[src/rtl/exec_ctrl_unit.sv]
// exec_ctrl_unit
// ---------------------------------------------------------------------------
// RV32I execute-stage core: control decoder, branch comparator and 32-bit ALU.
// It takes the EX-stage instruction and operands and produces the control
// fields the rest of the pipe needs (operand-mux selects, memory controls,
// write-back select and the fetch redirect). The whole datapath is
// combinational. The only state is the sticky illegal-instruction flag.
//
// Optional build feature (macro EXEC_BYPASS_EN):
//   defined   - the comparator operands come through the MX/WX bypass muxes
//               selected by byp_sel_rs1 / byp_sel_rs2.
//   undefined - the comparator uses rs1_data / rs2_data directly and the
//               bypass selects are ignored.
//   The ALU path does not depend on this macro.
//
// Ports
//   clock, reset          rising-edge clock; synchronous active-high reset
//   inst                  EX instruction (32'h0 is a pipeline bubble)
//   rs1_data, rs2_data    EX register operands
//   mx_data, wx_data      MEM / WB bypass values for the comparator
//   byp_sel_rs1/rs2       0 reg, 1 MX, 2 WX, 3 reg
//   inp1, inp2            ALU operands from the operand mux
//   alu_out               ALU result
//   asel, bsel, alu_sel   operand-mux and ALU controls
//   pc_sel, br_taken      fetch redirect and conditional-branch outcome
//   br_eq, br_lt          comparator results
//   wr_en, access_size, unsigned_sel, dmem_rw, wb_sel
//                         register-file / memory / write-back controls
//   illegal               sticky: an unknown opcode has been seen
// ---------------------------------------------------------------------------
module exec_ctrl_unit #(
  parameter int XLEN = 32
) (
  input  logic            clock,
  input  logic            reset,
  input  logic [31:0]     inst,
  input  logic [XLEN-1:0] rs1_data,
  input  logic [XLEN-1:0] rs2_data,
  input  logic [XLEN-1:0] mx_data,
  input  logic [XLEN-1:0] wx_data,
  input  logic [1:0]      byp_sel_rs1,
  input  logic [1:0]      byp_sel_rs2,
  input  logic [XLEN-1:0] inp1,
  input  logic [XLEN-1:0] inp2,
  output logic [XLEN-1:0] alu_out,
  output logic [1:0]      asel,
  output logic [1:0]      bsel,
  output logic [3:0]      alu_sel,
  output logic            pc_sel,
  output logic            br_taken,
  output logic            br_eq,
  output logic            br_lt,
  output logic            wr_en,
  output logic [1:0]      access_size,
  output logic            unsigned_sel,
  output logic            dmem_rw,
  output logic [1:0]      wb_sel,
  output logic            illegal
);

  // Opcodes
  localparam logic [6:0] OP_R      = 7'b0110011;
  localparam logic [6:0] OP_I      = 7'b0010011;
  localparam logic [6:0] OP_LOAD   = 7'b0000011;
  localparam logic [6:0] OP_STORE  = 7'b0100011;
  localparam logic [6:0] OP_BRANCH = 7'b1100011;
  localparam logic [6:0] OP_JAL    = 7'b1101111;
  localparam logic [6:0] OP_JALR   = 7'b1100111;
  localparam logic [6:0] OP_LUI    = 7'b0110111;
  localparam logic [6:0] OP_AUIPC  = 7'b0010111;
  localparam logic [6:0] OP_SYSTEM = 7'b1110011;

  // ALU operation codes
  localparam logic [3:0] ALU_ADD   = 4'd0;
  localparam logic [3:0] ALU_SUB   = 4'd1;
  localparam logic [3:0] ALU_SLL   = 4'd2;
  localparam logic [3:0] ALU_SLT   = 4'd3;
  localparam logic [3:0] ALU_SLTU  = 4'd4;
  localparam logic [3:0] ALU_XOR   = 4'd5;
  localparam logic [3:0] ALU_SRL   = 4'd6;
  localparam logic [3:0] ALU_SRA   = 4'd7;
  localparam logic [3:0] ALU_OR    = 4'd8;
  localparam logic [3:0] ALU_AND   = 4'd9;
  localparam logic [3:0] ALU_PASSB = 4'd10;

  logic [6:0] opcode;
  logic [2:0] funct3;
  logic       funct7_b5;

  assign opcode    = inst[6:0];
  assign funct3    = inst[14:12];
  assign funct7_b5 = inst[30];

  // funct3 -> ALU op shared by R-type and I-ALU. alt_sub is only honoured
  // for R-type (ADDI has no subtract form, and bit 30 of its immediate is
  // data); alt_sra applies to both.
  function automatic logic [3:0] alu_from_funct3(input logic [2:0] f3,
                                                 input logic       alt_sub,
                                                 input logic       alt_sra);
    logic [3:0] op;
    case (f3)
      3'b000:  op = alt_sub ? ALU_SUB : ALU_ADD;
      3'b001:  op = ALU_SLL;
      3'b010:  op = ALU_SLT;
      3'b011:  op = ALU_SLTU;
      3'b100:  op = ALU_XOR;
      3'b101:  op = alt_sra ? ALU_SRA : ALU_SRL;
      3'b110:  op = ALU_OR;
      default: op = ALU_AND;
    endcase
    return op;
  endfunction

  // ---------------------------------------------------------------------
  // Branch comparator
  // ---------------------------------------------------------------------
  logic [XLEN-1:0] cmp_a;
  logic [XLEN-1:0] cmp_b;
  logic            br_un;

`ifdef EXEC_BYPASS_EN
  always_comb begin
    case (byp_sel_rs1)
      2'd1:    cmp_a = mx_data;
      2'd2:    cmp_a = wx_data;
      default: cmp_a = rs1_data;
    endcase
    case (byp_sel_rs2)
      2'd1:    cmp_b = mx_data;
      2'd2:    cmp_b = wx_data;
      default: cmp_b = rs2_data;
    endcase
  end
`else
  // Bypass inputs exist on the port list but play no part in this build.
  logic unused_byp;
  assign unused_byp = ^{byp_sel_rs1, byp_sel_rs2, mx_data, wx_data};
  assign cmp_a = rs1_data;
  assign cmp_b = rs2_data;
`endif

  // Only BLTU/BGEU compare unsigned.
  assign br_un = (opcode == OP_BRANCH) && (funct3[2:1] == 2'b11);
  assign br_eq = (cmp_a == cmp_b);
  assign br_lt = br_un ? (cmp_a < cmp_b) : ($signed(cmp_a) < $signed(cmp_b));

  // ---------------------------------------------------------------------
  // Control decode
  // ---------------------------------------------------------------------
  logic is_jump;
  logic bad_op;

  always_comb begin
    asel         = 2'd0;
    bsel         = 2'd0;
    alu_sel      = ALU_ADD;
    wr_en        = 1'b0;
    access_size  = 2'd2;
    unsigned_sel = 1'b0;
    dmem_rw      = 1'b0;
    wb_sel       = 2'd1;
    br_taken     = 1'b0;
    is_jump      = 1'b0;
    bad_op       = 1'b0;

    case (opcode)
      OP_R: begin
        wr_en   = 1'b1;
        alu_sel = alu_from_funct3(funct3, funct7_b5, funct7_b5);
      end
      OP_I: begin
        wr_en   = 1'b1;
        bsel    = (funct3[1:0] == 2'b01) ? 2'd2 : 2'd1;
        alu_sel = alu_from_funct3(funct3, 1'b0, funct7_b5);
      end
      OP_LOAD: begin
        bsel         = 2'd1;
        wr_en        = 1'b1;
        wb_sel       = 2'd0;
        access_size  = funct3[1:0];
        unsigned_sel = funct3[2];
      end
      OP_STORE: begin
        bsel        = 2'd1;
        dmem_rw     = 1'b1;
        access_size = funct3[1:0];
      end
      OP_BRANCH: begin
        asel = 2'd1;
        bsel = 2'd1;
        case (funct3)
          3'b000:  br_taken = br_eq;
          3'b001:  br_taken = !br_eq;
          3'b100:  br_taken = br_lt;
          3'b101:  br_taken = !br_lt;
          3'b110:  br_taken = br_lt;
          3'b111:  br_taken = !br_lt;
          default: br_taken = 1'b0;
        endcase
      end
      OP_JAL: begin
        asel    = 2'd1;
        bsel    = 2'd1;
        wr_en   = 1'b1;
        wb_sel  = 2'd2;
        is_jump = 1'b1;
      end
      OP_JALR: begin
        bsel    = 2'd1;
        wr_en   = 1'b1;
        wb_sel  = 2'd2;
        is_jump = 1'b1;
      end
      OP_LUI: begin
        bsel    = 2'd1;
        alu_sel = ALU_PASSB;
        wr_en   = 1'b1;
      end
      OP_AUIPC: begin
        asel  = 2'd1;
        bsel  = 2'd1;
        wr_en = 1'b1;
      end
      OP_SYSTEM: begin
        // No side effects in this stage; defaults only.
      end
      default: begin
        // An all-zero word is a bubble, not an illegal instruction.
        bad_op = (inst != 32'h0);
      end
    endcase
  end

  assign pc_sel = is_jump | br_taken;

  // ---------------------------------------------------------------------
  // Sticky illegal flag (reset wins over a coincident illegal opcode)
  // ---------------------------------------------------------------------
  always_ff @(posedge clock) begin
    if (reset) begin
      illegal <= 1'b0;
    end else if (bad_op) begin
      illegal <= 1'b1;
    end
  end

  // ---------------------------------------------------------------------
  // ALU
  // ---------------------------------------------------------------------
  logic [4:0] shamt;
  assign shamt = inp2[4:0];

  always_comb begin
    case (alu_sel)
      ALU_ADD:   alu_out = inp1 + inp2;
      ALU_SUB:   alu_out = inp1 - inp2;
      ALU_SLL:   alu_out = inp1 << shamt;
      ALU_SLT:   alu_out = {{(XLEN-1){1'b0}}, ($signed(inp1) < $signed(inp2))};
      ALU_SLTU:  alu_out = {{(XLEN-1){1'b0}}, (inp1 < inp2)};
      ALU_XOR:   alu_out = inp1 ^ inp2;
      ALU_SRL:   alu_out = inp1 >> shamt;
      ALU_SRA:   alu_out = $unsigned($signed(inp1) >>> shamt);
      ALU_OR:    alu_out = inp1 | inp2;
      ALU_AND:   alu_out = inp1 & inp2;
      ALU_PASSB: alu_out = inp2;
      default:   alu_out = '0;
    endcase
  end

endmodule

[config.mk]
export PLATFORM = sky130hd
export DESIGN_NAME = exec_ctrl_unit
export DESIGN_NICKNAME = d
export VERILOG_FILES = /design/src/rtl/exec_ctrl_unit.sv
export SDC_FILE = /design/constraint.sdc
export NUM_CORES = 1
export LEC_CHECK = 0
export CAP_MARGIN = 20
export CORE_AREA = 2 2 159 161
export CTS_BUF_LIST = sky130_fd_sc_hd__clkbuf_2 sky130_fd_sc_hd__clkbuf_4 sky130_fd_sc_hd__clkbuf_8
export DETAILED_ROUTE_END_ITERATION = 10
export DIE_AREA = 0 0 161 163
export GPL_TIMING_DRIVEN = 1
export PLACE_DENSITY_LB_ADDON = 0.15
export REMOVE_ABC_BUFFERS = 1
export SYNTH_ARGS = -nofsm -noshare
export SYNTH_HDL_FRONTEND = slang
export SYNTH_SLANG_ARGS = --single-unit
[constraint.sdc]
create_clock -name clock -period 8.2 [get_ports clock]
set_input_delay 1.64 -clock clock [delete_from_list [all_inputs] [get_ports clock]]
set_output_delay 1.64 -clock clock [all_outputs]
set_load 0.05 [all_outputs]
# Word level (Yosys, flattened, before mapping)
# Index checks and enable logic that the tools add are counted.
dict set report word_totals {
  ff_bits 1
  inputBits 230
  output_inout_bits 52
  elab_cells 77
}
dict set report op_classes {
  add_sub_neg 2
  order_cmp 4
  n_eq_ne 30
  shifts 3
  muxes 19
  n_bitwise 4
  reduce_logical 14
}
# cell n
set op_table {}
lappend op_table {{$pmux W32 S11} 1}
lappend op_table {{$lt A32 B32 Y1} 4}
lappend op_table {{$pmux W4 S7} 2}
lappend op_table {{$add A32 B32 Y32} 1}
lappend op_table {{$and A32 B32 Y32} 1}
lappend op_table {{$eq A32 B32 Y1} 1}
lappend op_table {{$or A32 B32 Y32} 1}
lappend op_table {{$reduce_bool A32 Y1} 1}
lappend op_table {{$shl A32 B5 Y32} 1}
lappend op_table {{$shr A32 B5 Y32} 1}
lappend op_table {{$sshr A32 B5 Y32} 1}
lappend op_table {{$sub A32 B32 Y32} 1}
lappend op_table {{$xor A32 B32 Y32} 1}
lappend op_table {{$eq A7 B7 Y1 const B} 4}
lappend op_table {{$eq A7 B6 Y1 const B} 3}
lappend op_table {{$eq A4 B3 Y1 const B} 4}
lappend op_table {{$eq A7 B5 Y1 const B} 2}
lappend op_table {{$reduce_or A7 Y1} 2}
lappend op_table {{$eq A3 B3 Y1 const B} 4}
lappend op_table {{$eq A4 B4 Y1 const B} 3}
lappend op_table {{$pmux W4 S3} 1}
lappend op_table {{$mux W1} 10}
lappend op_table {{$reduce_or A10 Y1} 1}
lappend op_table {{$eq A4 B2 Y1 const B} 2}
lappend op_table {{16 further kinds} 23}

# Depth between registers and ports, before layout
# Gate-level depths: netlist of run 1.
dict set report depth {
  ltp_word 7
  depth_mapped 15
  depth_no_buf 12
}

# Worst setup path before layout of run 1
# Ideal clock, no wire load.
dict set report synth_path {
  path_type {input port to output port}
  startpoint {input port inp2[3]}
  endpoint {output port alu_out[24]}
  arrival_ps 6015
  required_ps 6560
  path_slack_ps 545
  stages 15
  path_buffers 4
  cell_sequence {clkbuf_1 -> inv_1 -> buf_1 -> buf_1 -> clkbuf_1 -> ha_1 -> o211a_1 -> o31a_1 -> o21ai_0 -> a21oi_1 -> or2_2 -> a31oi_1 -> o21bai_1 -> o221a_2 -> o21ai_0}
}
dict set report synth_via {
  elab_chain_len 2
  word_cells_on_any_way 6
  classes_between {2 x add/sub; 3 x shift; 1 x mux}
}
# item line_no
set synth_lines {}
lappend synth_lines {{from (decl)} 44} ;# input logic [XLEN-1:0] inp2,
lappend synth_lines {{$sub A32 B32 Y32 (tied with other cells)} 256} ;# ALU_SUB: alu_out = inp1 - inp2;
lappend synth_lines {{$pmux W32 S11 *} 254} ;# case (alu_sel)
lappend synth_lines {{to (decl)} 45} ;# output logic [XLEN-1:0] alu_out,
# Mark *: on every way between the ends. The rest lies on a longest branch, timed or not.

# Final worst setup path of run 1
dict set report layout_path {
  startpoint {input port inp1[1]}
  endpoint {output port alu_out[21]}
}
dict set report layout_via {
  elab_chain_len 2
  word_cells_on_any_way 6
  classes_between {2 x add/sub; 3 x shift; 1 x mux}
}
# item line_no
set layout_lines {}
lappend layout_lines {{from (decl)} 43} ;# input logic [XLEN-1:0] inp1,
lappend layout_lines {{$sub A32 B32 Y32 (tied with other cells)} 256}
lappend layout_lines {{$pmux W32 S11 *} 254}
# Marks and branches as above.

==> key figures, run 1 <==
Logic synthesis
  • Primary FF master, synth: dfxtp_1
  • Seq cells post-synth: 1
  • Ys async rst share: 0
  • Ys Warns: 0
  • Mapped Cells: about 1500
  • Synth unique cells: 84
  • Register area share after synthesis: 0.00189
  • Avg Cell Area, Syn: 6.83 um2
  • EDFF count, synth: 0
  • Mapped Area: ~0.011 mm2

Cells and area
  • Final Cell Area: 0.0129 mm2
  • N_diodes: 0
  • Max FFs per register: 1
  • Largest registers: illegal x1
  • Proportion of layout cells with a drive suffix above 1: 0.0870
  • Synth-to-layout area growth: 22.3%
  • Total Nets Final: 2043
  • Most flops, register: illegal

Clock network
  • CTS Hold Bufs: 0
  • Latest clock arrival within the worst-skew pair: 0 ns
  • Post-CTS Resized: 0
  • Postcts setup bufs: 0
  • Worst-path clk slew: 0 ns

Global routing
  • Gr usage total: 0.377
  • Largest net degree at the start of global routing: 73
  • Initial antenna violation count: 0
  • Global route overflow: 0
  • Vias in the first global route: 12453
  • First-pass GRT wire length: ~77000 um

STA
  • Final Max Tran Viols: 0
  • Final worst slack: 0.324 ns
  • Clock period minus worst slack: 7.88 ns
  • Worst Tran Pin Value: 0.833 ns
  • RSZ-0062 raised after global routing: false
  • Max-slew headroom at the worst pin: 0.439
  • Final-report hold violation count: 0
  • Endpoints failing setup: 0
  • Setup TNS Final: 0 ns
  • Fin crit share: 0.960
  • Clock Skew: 0 ns
  • Peak Freq: 127 MHz

Floorplan
  • Core Area: 0.0247 mm2
  • Die Wd: 161 um
  • Num ports: about 280
  • Starting Density: 0.429
  • DIE AREA: 0.0262 mm2
  • Die Ht: between 150 and 200 um
  • FP Rows: 58

Critical path
  • Worst stage delay on the critical path: 0.65 ns
  • R2r endpoint: illegal
  • CP Launch Type: input port
  • Worst-path fanout max: 8
  • Critical Path End Type: primary output
  • Crit path launch: inp1[1]
  • Critical path cell sequence: clkdlybuf4s50_1 -> inv_1 -> ha_1 -> a211oi_1 -> o21ai_1 -> o2111ai_1 -> nand3_1 -> a31oi_1 -> o21ai_0 -> a221o_1 -> o21ai_0 -> o2111ai_1 -> buf_4
  • Cell family with most CP delay: compound AO/OA/AOI/OAI gates
  • Flop-to-flop setup slack: 7.64 ns
  • Slowest cell on crit path: clkdlybuf4s50_1
  • Reg2Reg Depth: 2
  • Levels on crit path: 13
  • Crit path arrival time: 6.24 ns
  • Worst r2r src: illegal
  • CP Class: input port to primary output
  • Setup crit end: alu_out[21]
  • Worst Path Buf+Inv: 3
  • Critical Path RT: 6.56 ns

Power and ir drop
  • Peak VDD IR: 0.0000626 V
  • Sequential power share: 0.006
  • Pwr Density: 72.3 mW/mm2
  • Internal cell power: between 0.0003 and 0.0004 W
  • Switching Share: 0.609
  • Leak: ~5.4 nW
  • Combinational Power Share: 0.994
  • Psw: approximately 0.00057 W
  • Clk network pwr share: 0

Detailed routing
  • M1 WL: 21000 um
  • Top Layer Used: met4
  • WL/cell: between 20 and 30 um
  • Post-Route WL: 51200 um
  • DRT Pass-1 Iters: 6
  • DRC: 0
  • WL met3: 5170 um
  • Vias post-DR: between 10000 and 15000
  • Detail Route Antenna Nets: 0
  • Initial drt markers: 1868
  • Vias per cell: 6.68
  • Met2 Wirelength: 22500 um

Run status
  • Outcome: finished, final reports clean

Flow run
  • Number of max-cap violations: 0

Hold path
  • Hold_sp: illegal
  • Min-Delay Path Class: flip-flop to flip-flop

Placed design
  • Setup WS pre-CTS: 0.624 ns
  • Placed cell areas: 0.0129 mm2
  • Global placement routability congestion: 1.04
  • DP Wirelength: around 40000 um
  • IO Port Bufs: 212
power groups by stage:
stage | clock network [W] | registers [W] | logic [W]
after floorplan | 0 | 0.00000653 | 0.000540
after global placement | 0 | 0.00000544 | 0.000902
after detailed placement | 0 | 0.00000545 | 0.000906
after CTS | 0 | 0.00000545 | 0.000912
after global routing | 0 | 0.00000549 | 0.000989
final | 0 | 0.00000544 | 0.000930
cells by family (layout without fill, tap and decap cells):
logic type | Yosys count | after routing | synth area share
flops | 1 | 1 | 0.00189
simple gates | 484 | 484 | 0.217
other cells | 1 | 1 | 0.000355
xor+xnor | 4 | 4 | 0.00331
compound gates | 563 | 563 | 0.354
buf+inv | 258 | 388 | 0.0965
mux | 106 | 106 | 0.168
fa+ha+maj | 132 | 132 | 0.158
metal layers:
layer / track usage / vias to the layer above
met1: 0.510 / 6408
li1: - / 6086
met4: 0.160 / 0
met2: 0.599 / 797
met5: 0 / -
met3: 0.0542 / 137
cell usage in the layout (no fill, tap or decap), types with 10 or more instances in the layout:
cell type and count:
a211oi_1 27, a21o_1 30, a21oi_1 141, a221oi_1 13, a22oi_1 16, a31oi_1 20, and2_1 10, buf_4 48
clkdlybuf4s50_1 193, ha_1 130, inv_1 135, mux2i_1 43, mux4_2 50, nand2_1 115, nand2b_1 11, nand3_1 34
nand4_1 24, nor2_1 166, nor2b_1 15, nor3_1 32, nor4_1 16, o211ai_1 27, o21a_1 10, o21ai_0 130
o21bai_1 12, o221ai_1 15, o22ai_1 18, o31ai_1 13, or2_2 11, or3_1 15
how the worst min path moves through the flow:
stage              end  depth (start not counted)
2_1_floorplan  illegal                          2
3_3_place_gp   illegal                          2
3_5_place_dp   illegal                          2
4_1_cts        illegal                          2
5_1_grt        illegal                          2
6_report       illegal                          2
cells in the mapped netlist, types with 10 or more instances:
cell type,n,share of area
o22ai_1,18,0.011
mux4_2,50,0.11
o21a_1,10,0.0071
nand2_1,115,0.041
clkbuf_1,77,0.027
a22oi_1,16,0.011
a21o_1,30,0.021
ha_1,130,0.15
o21ai_0,130,0.062
a21oi_1,141,0.067
inv_1,135,0.048
nor3_1,32,0.015
o211ai_1,27,0.019
and2_1,10,0.0059
buf_2,21,0.0099
nand3_1,34,0.016
o21bai_1,12,0.0085
buf_1,16,0.0057
nor4_1,17,0.010
nor2b_1,15,0.0089
nand2b_1,11,0.0065
nor2_1,168,0.060
or3_1,15,0.0089
mux2i_1,43,0.041
o31ai_1,13,0.0092
nand4_1,24,0.014
a31oi_1,20,0.012
a221oi_1,13,0.011
o221ai_1,15,0.012
or2_2,11,0.0065
a211oi_1,27,0.019
per-stage QoR:
| step | instances | total power (W) | util | hold WS [ns] |
|---|---|---|---|---|
| 5_1_grt | 2009 | 0.000995 | 0.524 | 0.538 |
| 3_5_place_dp | 2009 | 0.000912 | 0.524 | 0.467 |
| 6_report | 2009 | 0.000936 | 0.524 | 0.462 |
| 2_1_floorplan | 1429 | 0.000547 | - | 0.720 |
| 4_1_cts | 2009 | 0.000917 | 0.524 | 0.468 |
| 3_3_place_gp | 2009 | 0.000907 | 0.524 | 0.459 |
worst min-delay path, delay by kind of cell (launching register included):
kind               cells  cell delay (ns)
AOI/OAI and AO/OA      1             0.04
DFF                    1             0.31
and+or+nand+nor        1             0.07
area by class of cell:
cell class | count | area [um2]
fillers | 2538 | 11700
inverters | 138 | 518
multi-input cells | 1290 | 9560
repair buffers | 250 | 2430
flip-flops and latches | 1 | 20.0
well taps | 330 | 413
Note: power is estimated with default switching activity, not from simulation.
==> run 2: changes to the inputs <==
==> constraint.sdc (replaced) <==
create_clock -name clock -period 9.7 [get_ports clock]
set_input_delay 1.94 -clock clock [delete_from_list [all_inputs] [get_ports clock]]
set_output_delay 1.94 -clock clock [all_outputs]
set_load 0.05 [all_outputs]
==> key figures, run 2 (synthesis results as in run 1) <==
Power and ir drop
  • Peak VDD IR: 0.0000391 V
  • Leak: 5.33 nW
  • Tot Pwr: 0.000779 W
  • Pwr Density: 60.7 mW/mm2

Global routing
  • Vias in the first global route: ~12000
  • Global route overflow: 0
  • Largest net degree at the start of global routing: 73
  • Gr usage total: 0.369
  • First-pass GRT wire length: 75700 um
  • Initial antenna violation count: 0

Detailed routing
  • WL/cell: 25.3 um
  • Vias per cell: 6.78
  • Detail Route Antenna Nets: 0
  • Initial drt markers: about 1900
  • DRT Pass-1 Iters: 6
  • Vias post-DR: 13548
  • Post-Route WL: 50500 um
  • DRC: 0

Cells and area
  • Total Nets Final: 2032
  • Layout Utilization: 0.520
  • Most frequent cells in the layout: clkdlybuf4s50_1 (207), nor2_1 (166), a21oi_1 (141)
  • Largest registers: illegal x1
  • Synth-to-layout area growth: 21.2%
  • Proportion of layout cells with a drive suffix above 1: 0.0725
  • Most flops, register: illegal
  • Commonest non-fill, non-tap cell in the layout: clkdlybuf4s50_1
  • Max FFs per register: 1
  • N_diodes: 0

Critical path
  • Critical Path End Type: primary output
  • Worst r2r src: illegal
  • Critical Path RT: 7.76 ns
  • CP Launch Type: input port
  • Crit path launch: inp1[1]
  • Worst stage delay on the critical path: about 0.81 ns
  • Critical path cell sequence: clkdlybuf4s50_1 -> inv_1 -> ha_1 -> a211oi_1 -> o21ai_1 -> o2111ai_1 -> nand3_1 -> a31oi_1 -> o21ai_0 -> a221o_1 -> o21ai_0 -> o2111ai_1 -> clkdlybuf4s50_1
  • Slowest cell on crit path: clkdlybuf4s50_1
  • Crit path arrival time: 7.13 ns
  • Worst Path Buf+Inv: 3
  • Cell family with most CP delay: compound AO/OA/AOI/OAI gates
  • CP Class: input port to primary output
  • Worst-path fanout max: 8

Clock network
  • Latest clock arrival within the worst-skew pair: 0 ns
  • Postcts setup bufs: 0
  • Worst-path clk slew: 0 ns
  • CTS Hold Bufs: 0
  • Post-CTS Resized: 0

Floorplan
  • Starting Density: 0.429
  • Die Wd: roughly 160 um
  • Num ports: 282
  • Die Ht: 163 um
  • DIE AREA: 0.0262 mm2
  • Core Area: between 0.02 and 0.025 mm2
  • FP Rows: between 50 and 60

Flow run
  • Number of max-cap violations: 0

STA
  • Worst Tran Pin Value: 1.07 ns
  • Final-report hold violation count: 0
  • RSZ-0062 raised after global routing: false
  • Clock period minus worst slack: 9.07 ns
  • Endpoints failing setup: 0
  • Clock Skew: 0 ns
  • Final worst slack: 0.634 ns
  • Setup TNS Final: 0 ns
  • Max-slew headroom at the worst pin: 0.283
  • Final Max Tran Viols: 0
  • Fin crit share: 0.935
  • Hold WS: 0.472 ns
  • Peak Freq: 110 MHz

Run status
  • Outcome: finished, final reports clean

Placed design
  • DP Wirelength: 39400 um
  • IO Port Bufs: 212
  • Global placement routability congestion: 1.07
  • Setup WS pre-CTS: 0.924 ns

Hold path
  • Min-Delay Path Class: flip-flop to flip-flop
  • Hold_sp: illegal
-- run 2: layout make-up --
| class | count | area [um2] |
|---|---|---|
| fill | 2508 | 11900 |
| inverter | 138 | 518 |
| multi-input combinational | 1290 | 9560 |
| sequential | 1 | 20.0 |
| tap | 330 | 413 |
| timing repair buffer | 239 | 2300 |
-- run 2: through the flow --
step	cells	area, um2
5_1_grt	1998	12800
3_3_place_gp	1998	12800
6_report	1998	12800
4_1_cts	1998	12800
2_1_floorplan	1429	10100
3_5_place_dp	1998	12800
-- run 2: worst reg2reg max path, cell delays in order, from the launching register on --
cell and delay (ns):
dfxtp_1 0.29, a21oi_1 0.11, nor2_1 0.05
-- run 2: path summary, 6_finish.rpt --
| kind | endpoint | slack (ns) | depth (start not counted) |
|---|---|---|---|
| worst max-delay path | alu_out[21] | 0.63 | 13 |
| worst max register to register | illegal | 9.13 | 2 |
| worst min-delay path | illegal | 0.47 | 2 |
| worst min register to register | illegal | 0.47 | 2 |
-- run 2: power by group --
group | leakage [nW] | total, W | internal [W] | switching [W]
logic | 5.32 | 0.000774 | 0.000297 | 0.000477
clock network | 0 | 0 | 0 | 0
registers | 0.00844 | 0.00000462 | 0.00000447 | 0.000000153
-- run 2: per-layer routing --
metal	routed length (um)	global-route usage	vias to the layer above
li1	-	-	6072
met1	20400	0.506	6419
met2	22100	0.586	940
met3	5870	0.0588	117
met4	2130	0.134	0
met5	0	0	-
